<file path="src/rtl/seg_scan_ctrl.sv">
// rtl/seg_scan_ctrl.sv - multiplexed 7-segment scan controller with frame-synchronous value commit
module seg_scan_ctrl #(
    parameter int N_DIGITS = 4,
    parameter int DIV      = 50000
) (
    input  logic                  clk,
    input  logic                  rst,
    input  logic                  load,
    input  logic [4*N_DIGITS-1:0] data_in,
    input  logic                  blank_lz,
    output logic [3:0]            hex_out,
    output logic [N_DIGITS-1:0]   an,
    output logic                  pending,
    output logic [2:0]            digit_idx
);

    typedef enum logic {
        DRIVE = 1'b0,
        GAP   = 1'b1
    } state_t;

    localparam logic [19:0] DIV_LAST = 20'(DIV - 1);
    localparam logic [2:0]  IDX_LAST = 3'(N_DIGITS - 1);
    localparam logic [N_DIGITS-1:0] AN_RESET = {{(N_DIGITS-1){1'b1}}, 1'b0};

    state_t                  state, state_next;
    logic [19:0]             cnt, cnt_next;
    logic [2:0]              idx_next;
    logic [4*N_DIGITS-1:0]   shadow, shadow_next;
    logic [4*N_DIGITS-1:0]   pend_reg, pend_next;
    logic                    pending_next;
    logic [3:0]              hex_next;
    logic [N_DIGITS-1:0]     an_next;
    logic [N_DIGITS-1:0]     zero_from;
    logic                    zero_acc;

    // Outputs are computed from next-cycle state so the registered values line up with state.
    always_comb begin
        state_next   = state;
        cnt_next     = cnt;
        idx_next     = digit_idx;
        shadow_next  = shadow;
        pend_next    = pend_reg;
        pending_next = pending;
        hex_next     = 4'h0;
        an_next      = '1;
        zero_from    = '0;
        zero_acc     = 1'b1;

        case (state)
            DRIVE: begin
                if (cnt == DIV_LAST) begin
                    state_next = GAP;
                    cnt_next   = 20'd0;
                end else begin
                    cnt_next = cnt + 20'd1;
                end
            end
            GAP: begin
                state_next = DRIVE;
                if (digit_idx == IDX_LAST) begin
                    idx_next = 3'd0;
                    if (pending) begin
                        shadow_next  = pend_reg;
                        pending_next = 1'b0;
                    end
                end else begin
                    idx_next = digit_idx + 3'd1;
                end
            end
            default: state_next = DRIVE;
        endcase

        // A load coinciding with a commit lands after it, so pending stays set.
        if (load) begin
            pend_next    = data_in;
            pending_next = 1'b1;
        end

        for (int i = N_DIGITS - 1; i >= 0; i--) begin
            zero_acc     = zero_acc && (shadow_next[4*i +: 4] == 4'h0);
            zero_from[i] = zero_acc;
        end

        if (state_next == DRIVE) begin
            for (int i = 0; i < N_DIGITS; i++) begin
                if (idx_next == 3'(i)) begin
                    hex_next = shadow_next[4*i +: 4];
                    if (!(blank_lz && (i != 0) && zero_from[i])) begin
                        an_next[i] = 1'b0;
                    end
                end
            end
        end
    end

    always_ff @(posedge clk or posedge rst) begin
        if (rst) begin
            state     <= DRIVE;
            cnt       <= 20'd0;
            digit_idx <= 3'd0;
            shadow    <= '0;
            pend_reg  <= '0;
            pending   <= 1'b0;
            hex_out   <= 4'h0;
            an        <= AN_RESET;
        end else begin
            state     <= state_next;
            cnt       <= cnt_next;
            digit_idx <= idx_next;
            shadow    <= shadow_next;
            pend_reg  <= pend_next;
            pending   <= pending_next;
            hex_out   <= hex_next;
            an        <= an_next;
        end
    end

endmodule

</file>
<file path="config.mk">
export PLATFORM = sky130hd
export DESIGN_NAME = seg_scan_ctrl
export DESIGN_NICKNAME = d
export VERILOG_FILES = /design/src/rtl/seg_scan_ctrl.sv
export SDC_FILE = /design/constraint.sdc
export NUM_CORES = 1
export LEC_CHECK = 0
export CORE_UTILIZATION = 38
export CTS_CLUSTER_DIAMETER = 100
export CTS_CLUSTER_SIZE = 16
export DETAILED_ROUTE_END_ITERATION = 10
export DONT_BUFFER_PORTS = 1
export SLEW_MARGIN = 30
export SYNTH_ARGS = -nofsm -noshare
export SYNTH_HDL_FRONTEND = slang
export SYNTH_SLANG_ARGS = --single-unit
export TNS_END_PERCENT = 20
</file>
<file path="constraint.sdc">
create_clock -name clk -period 3.3 [get_ports clk]
set_clock_uncertainty 0.1 [all_clocks]
set_input_delay 0.99 -clock clk [delete_from_list [all_inputs] [get_ports clk]]
set_output_delay 0.99 -clock clk [all_outputs]
set_load 0.005 [all_outputs]
</file>
Yosys cells after proc, flatten, opt, wreduce, memory -nomap -nowiden. Cells that the tools add are included.

Register bits after elaboration: 65. Input port bits: 20. Output and inout port bits: 12. Logic and storage cells: 52.

$add $sub $neg: 2. Equal/unequal tests: 5. Mux-type cells: 24. Bitwise operators: 1. Reductions and logical operators: 12.

Operators with widths (count): 16-bit two-way mux (3); 4-bit two-way mux (6); 20-bit by 1-bit adder with 20-bit output (second input constant) (1); 20-bit by 16-bit == test with 1-bit output (second input constant) (1); 20-bit two-way mux (1); 4-bit zero test (3); 1-bit two-way mux (11); 3-bit by 2-bit == test with 1-bit output (second input constant) (3); 3-bit two-way mux (2); 1-bit logical AND (5); 2-bit nonzero test (2); 3-bit by 1-bit adder with 3-bit output (second input constant) (1); 3-bit by 1-bit == test with 1-bit output (second input constant) (1); 3-bit zero test (1); 1-bit case mux with 2 select lines (1); 2-bit AND reduction (1); 1-bit NOT (1).

Depth between registers and ports, before layout.
Depth in word-level cells: 10. Depth in mapped cells: 8.

Worst setup path after synthesis. No wires, ideal clock.

Kind: input port to flip-flop. Start: input port load. End: register pend_reg[0]. Library setup time: 0.125 ns. Arrival time: 1.964 ns. Data required time: 3.075 ns. Setup slack: 1.111 ns. Stages: 3. Path buffers: 2. Path through: clkbuf_1 buf_1 mux2_2.

RTL lines: start: declaration (line 8) `input logic load,`; end signal: assignment (line 112) `pend_reg <= pend_next;`; end: declaration (line 30) `logic [4*N_DIGITS-1:0] pend_reg, pend_next;`.

No word-level cell between the ends.

Worst setup path in the final report.
Start: register digit_idx[0]. End: register an[2].

Longest elaborated chain between the ends: 9. Elaborated cells between the ends (all ways): 14.

Ends and longest elaborated chain: start: declaration (line 14) `output logic [2:0] digit_idx`; start signal: assignment (line 110) `digit_idx <= idx_next;`; 3-bit by 2-bit == test with 1-bit output (line 61) `if (digit_idx == IDX_LAST) begin`; 16-bit two-way mux (line 61); 16-bit two-way mux (line 50) `case (state)`; 4-bit zero test (line 81) `zero_acc = zero_acc && (shadow_next[4*i +: 4] == 4'h0);`; 1-bit logical AND (line 81); 1-bit logical AND (line 89) `if (!(blank_lz && (i != 0) && zero_from[i])) begin`; 1-bit two-way mux (line 89); 1-bit two-way mux (*) (line 87) `if (idx_next == 3'(i)) begin`; 4-bit two-way mux (*) (line 85) `if (state_next == DRIVE) begin`; via an_next[2] (line 33) `logic [N_DIGITS-1:0] an_next;`; end signal: assignment (line 115) `an <= an_next;`; end: declaration (line 12) `output logic [N_DIGITS-1:0] an,`.

The timed path passes the listed nets; every way through them passes the cells marked *. A chain may end at the register's enable or synchronous reset.

==> impl_metrics.py <==
metrics = {
    "detailed_routing": {
        "totalWireLength_um": 5430,
        "wl_per_cell_um": 15.6,
        "postRouteAntennaNets": 0,
        "drtPass1Iterations": 4,
        "viasPerCell": 5.23,
        "detail_route.iter0.violations": 138,
        "vias": 1819,
        "remaining_drc_errors": 0,
    },
    "critical_path": {
        "path_max_fanout": 24,
        "r2r-start": "digit_idx[0]",
        "reg2reg_to": "an[2]",
        "rr_worst_depth": 6,
        "cp.arrival_ns": 2.65,
        "crit_path_start_kind": "register",
        "required_ns": 3.45,
        "setup.worst_path.end_class": "register",
        "crit_type": "reg2reg",
        "reg2reg_slack_ns": 0.80,
    },
    "worst_hold_path": {
        "hp-start": "cnt[19]",
        "hp-class": "reg2reg",
        "whs_endpoint": "cnt[19]",
        "hold_depth": 1,
    },
    "final_layout": {
        "fin_nets": 266,
        "n_antenna_cell": 0,
        "final_area_um2": 3250,
        "area_growth_pct": 8.66,
        "num-fill-cells": 714,
        "final_core_util_pct": 43.6,
        "largest_reg_flops": 20,
        "drive_gt1_share_pct": 20.9,
    },
    "yosys": {
        "post-synth-top-count-cell": "dfrtp_1",
        "yosysSeqAreaShare_pct": 54.5,
        "syn_avg_cell_area_um2": 12.5,
        "synthTopCellsByArea": "dfrtp_1, mux2_2, mux2i_1",
        "synth.net_count": 261,
        "ys.flop_type": "dfrtp_1",
        "synthCells": 239,
        "synth_edf_count": 0,
        "ys_types": 46,
        "synth_top_cell_area_share_pct": 51.9,
        "synth_area_um2": 2990,
        "async_reset_ff_share_pct": 100,
        "synth_common_cells": "dfrtp_1, mux2_2, mux2i_1",
        "yosysWarnings": 0,
        "yosys_register_bits": 65,
        "synth_top_area_cell": "dfrtp_1",
    },
    "clock_network": {
        "cts_tree": "built",
        "clock_insertion_delay_worst_skew_ns": 0.34,
        "cts_root_buf": "clkbuf_8",
        "cts_buffer_depth": 2,
        "cts_max_level": 3,
        "cts_resized": 0,
        "cts.sinks": 65,
        "post_cts_buffers": 0,
        "ctsHoldBuffers": 0,
        "numCtsBuffers": 9,
        "clkTransAtPathRegs_ns": 0.08,
    },
    "sta": {
        "fin_crit_sh_pct": 75.8,
        "rsz0062_at_grt": "false",
        "slew_headroom_pct": 39.8,
        "tightestPinTransition_ns": 0.897,
        "setup_tns_ns": 0,
        "setup_violations": 0,
        "period_needed_ns": 2.50,
        "hold_viol": 0,
        "maxSlewViolCount": 0,
        "max_freq_mhz": 400,
    },
    "outcome": {
        "status": "complete, no violations",
    },
    "power_and_ir_drop": {
        "leakagePower_nw": 1.65,
        "p_sw_mw": 0.343,
        "pwr-share-seq_pct": 57.2,
        "p_int_mw": 1.11,
        "p_sw_share_pct": 23.6,
        "powerDensity_nw_per_um2": 447,
        "irDropWorstVdd_mv": 0.318,
        "power_mw": 1.45,
        "pwr-share-comb_pct": 3.0,
        "clkPwrFrac_pct": 39.8,
    },
    "place": {
        "gp_congestion": 0.742,
        "portBuffers": 0,
        "placed_cell_area_um2": 3080,
        "dp_hpwl_um": 3820,
    },
    "floorplan": {
        "ios": 32,
        "core_um2": 7450,
        "start_util_pct": 40.2,
        "dieHeight_um": 90.7,
        "rows": 31,
        "die-area_um2": 8230,
        "die_width_um": 90.7,
    },
    "run": {
        "cap_violations": 0,
    },
    "grt": {
        "grt_max_degree": 43,
        "busiest_layer": "met2",
        "grt_use_met1_pct": 18.7,
        "track_usage_pct": 14.4,
        "gr-usage-met3_pct": 5.22,
        "grt_antenna_before_repair": 0,
        "grt_pass1_vias": 1840,
        "grt_pass1_wl_um": 9170,
        "grtUsageMet2_pct": 22.6,
        "grt-ovfl-total": 0,
    },
}
-- kinds of logic (layout without fill, tap and decap cells) --
logic type	after synthesis	count (layout)	share of synthesized area (%)
muxes	40	40	14.4
DFF	65	65	54.5
buffers and inverters	22	32	3.85
adders and majority gates	2	2	0.837
xor gates and xnor gates	18	18	5.27
AOI/OAI and AO/OA	24	24	6.07
and+or+nand+nor	68	68	15.0
-- layout by cell type (no fill, tap or decap), types with 2 or more instances in the layout --
cell / count
dfrtp_1: 62
nor4_1: 4
nand4b_4: 2
o211a_1: 4
o221ai_1: 4
ha_1: 2
o21ai_0: 3
clkinvlp_4: 3
nor2_1: 16
mux2_2: 21
xnor2_1: 14
nand3_1: 5
nand2_1: 9
mux2i_1: 18
xor2_1: 4
o21ai_1: 2
nor3_1: 3
and3_1: 3
clkinv_2: 3
and4_1: 3
nand4_1: 5
dfstp_2: 3
nand2b_1: 5
clkbuf_8: 9
or4_1: 3
inv_1: 13
a21oi_1: 4
-- worst max-delay path, stage by stage (launching register included) --
cell	delay (ns)
dfrtp_1	0.50
ha_1	0.37
nand4b_4	0.44
nor3b_1	0.31
o2111ai_1	0.20
nor2_1	0.09
or4_1	0.40
-- worst max-delay path by stage --
stage | start | endpoint | slack, ns | cells after the start
finish | digit_idx[0] | an[2] | 0.80 | 6
global route | digit_idx[0] | an[2] | 0.63 | 6
CTS | digit_idx[0] | an[2] | 0.76 | 6
detailed placement | digit_idx[0] | an[2] | 0.77 | 6
global placement | digit_idx[0] | an[2] | 0.82 | 6
floorplan | rst | an[0] | 0.59 | 1
-- metrics by stage --
stage               cells  hold WS, ns  worst slack [ns]
floorplan             239        0.347             0.589
global placement      332        0.368             0.823
detailed placement    332        0.367             0.767
CTS                   348        0.383             0.761
global route          348        0.412             0.628
finish                348        0.380             0.797
-- power groups by stage --
stage | sequential (mW) | clock (mW) | combinational [mW]
after floorplan | 0.841 | 0 | 0.0393
after global placement | 0.847 | 0 | 0.0443
after detailed placement | 0.847 | 0 | 0.0455
after CTS | 0.831 | 0.604 | 0.0455
after global routing | 0.834 | 0.632 | 0.0493
final | 0.831 | 0.578 | 0.0438
-- area by class of cell --
type,instances,area (µm²),area share (%)
multi-input cells,152,1240,38.3
clock inverters,7,46.3,1.42
repair buffers,2,27.5,0.847
well taps,99,124,3.81
clock buffers,9,124,3.81
inverters,14,52.6,1.62
flip-flops and latches,65,1630,50.2
-- per-layer routing --
metal | share of wire [%] | vias up
li1 | - | 862
met1 | 47 | 926
met2 | 49 | 27
met3 | 3.3 | 4
met4 | 1.0 | 0
met5 | 0 | -
No activity file was read; power rests on OpenSTA's default activity.
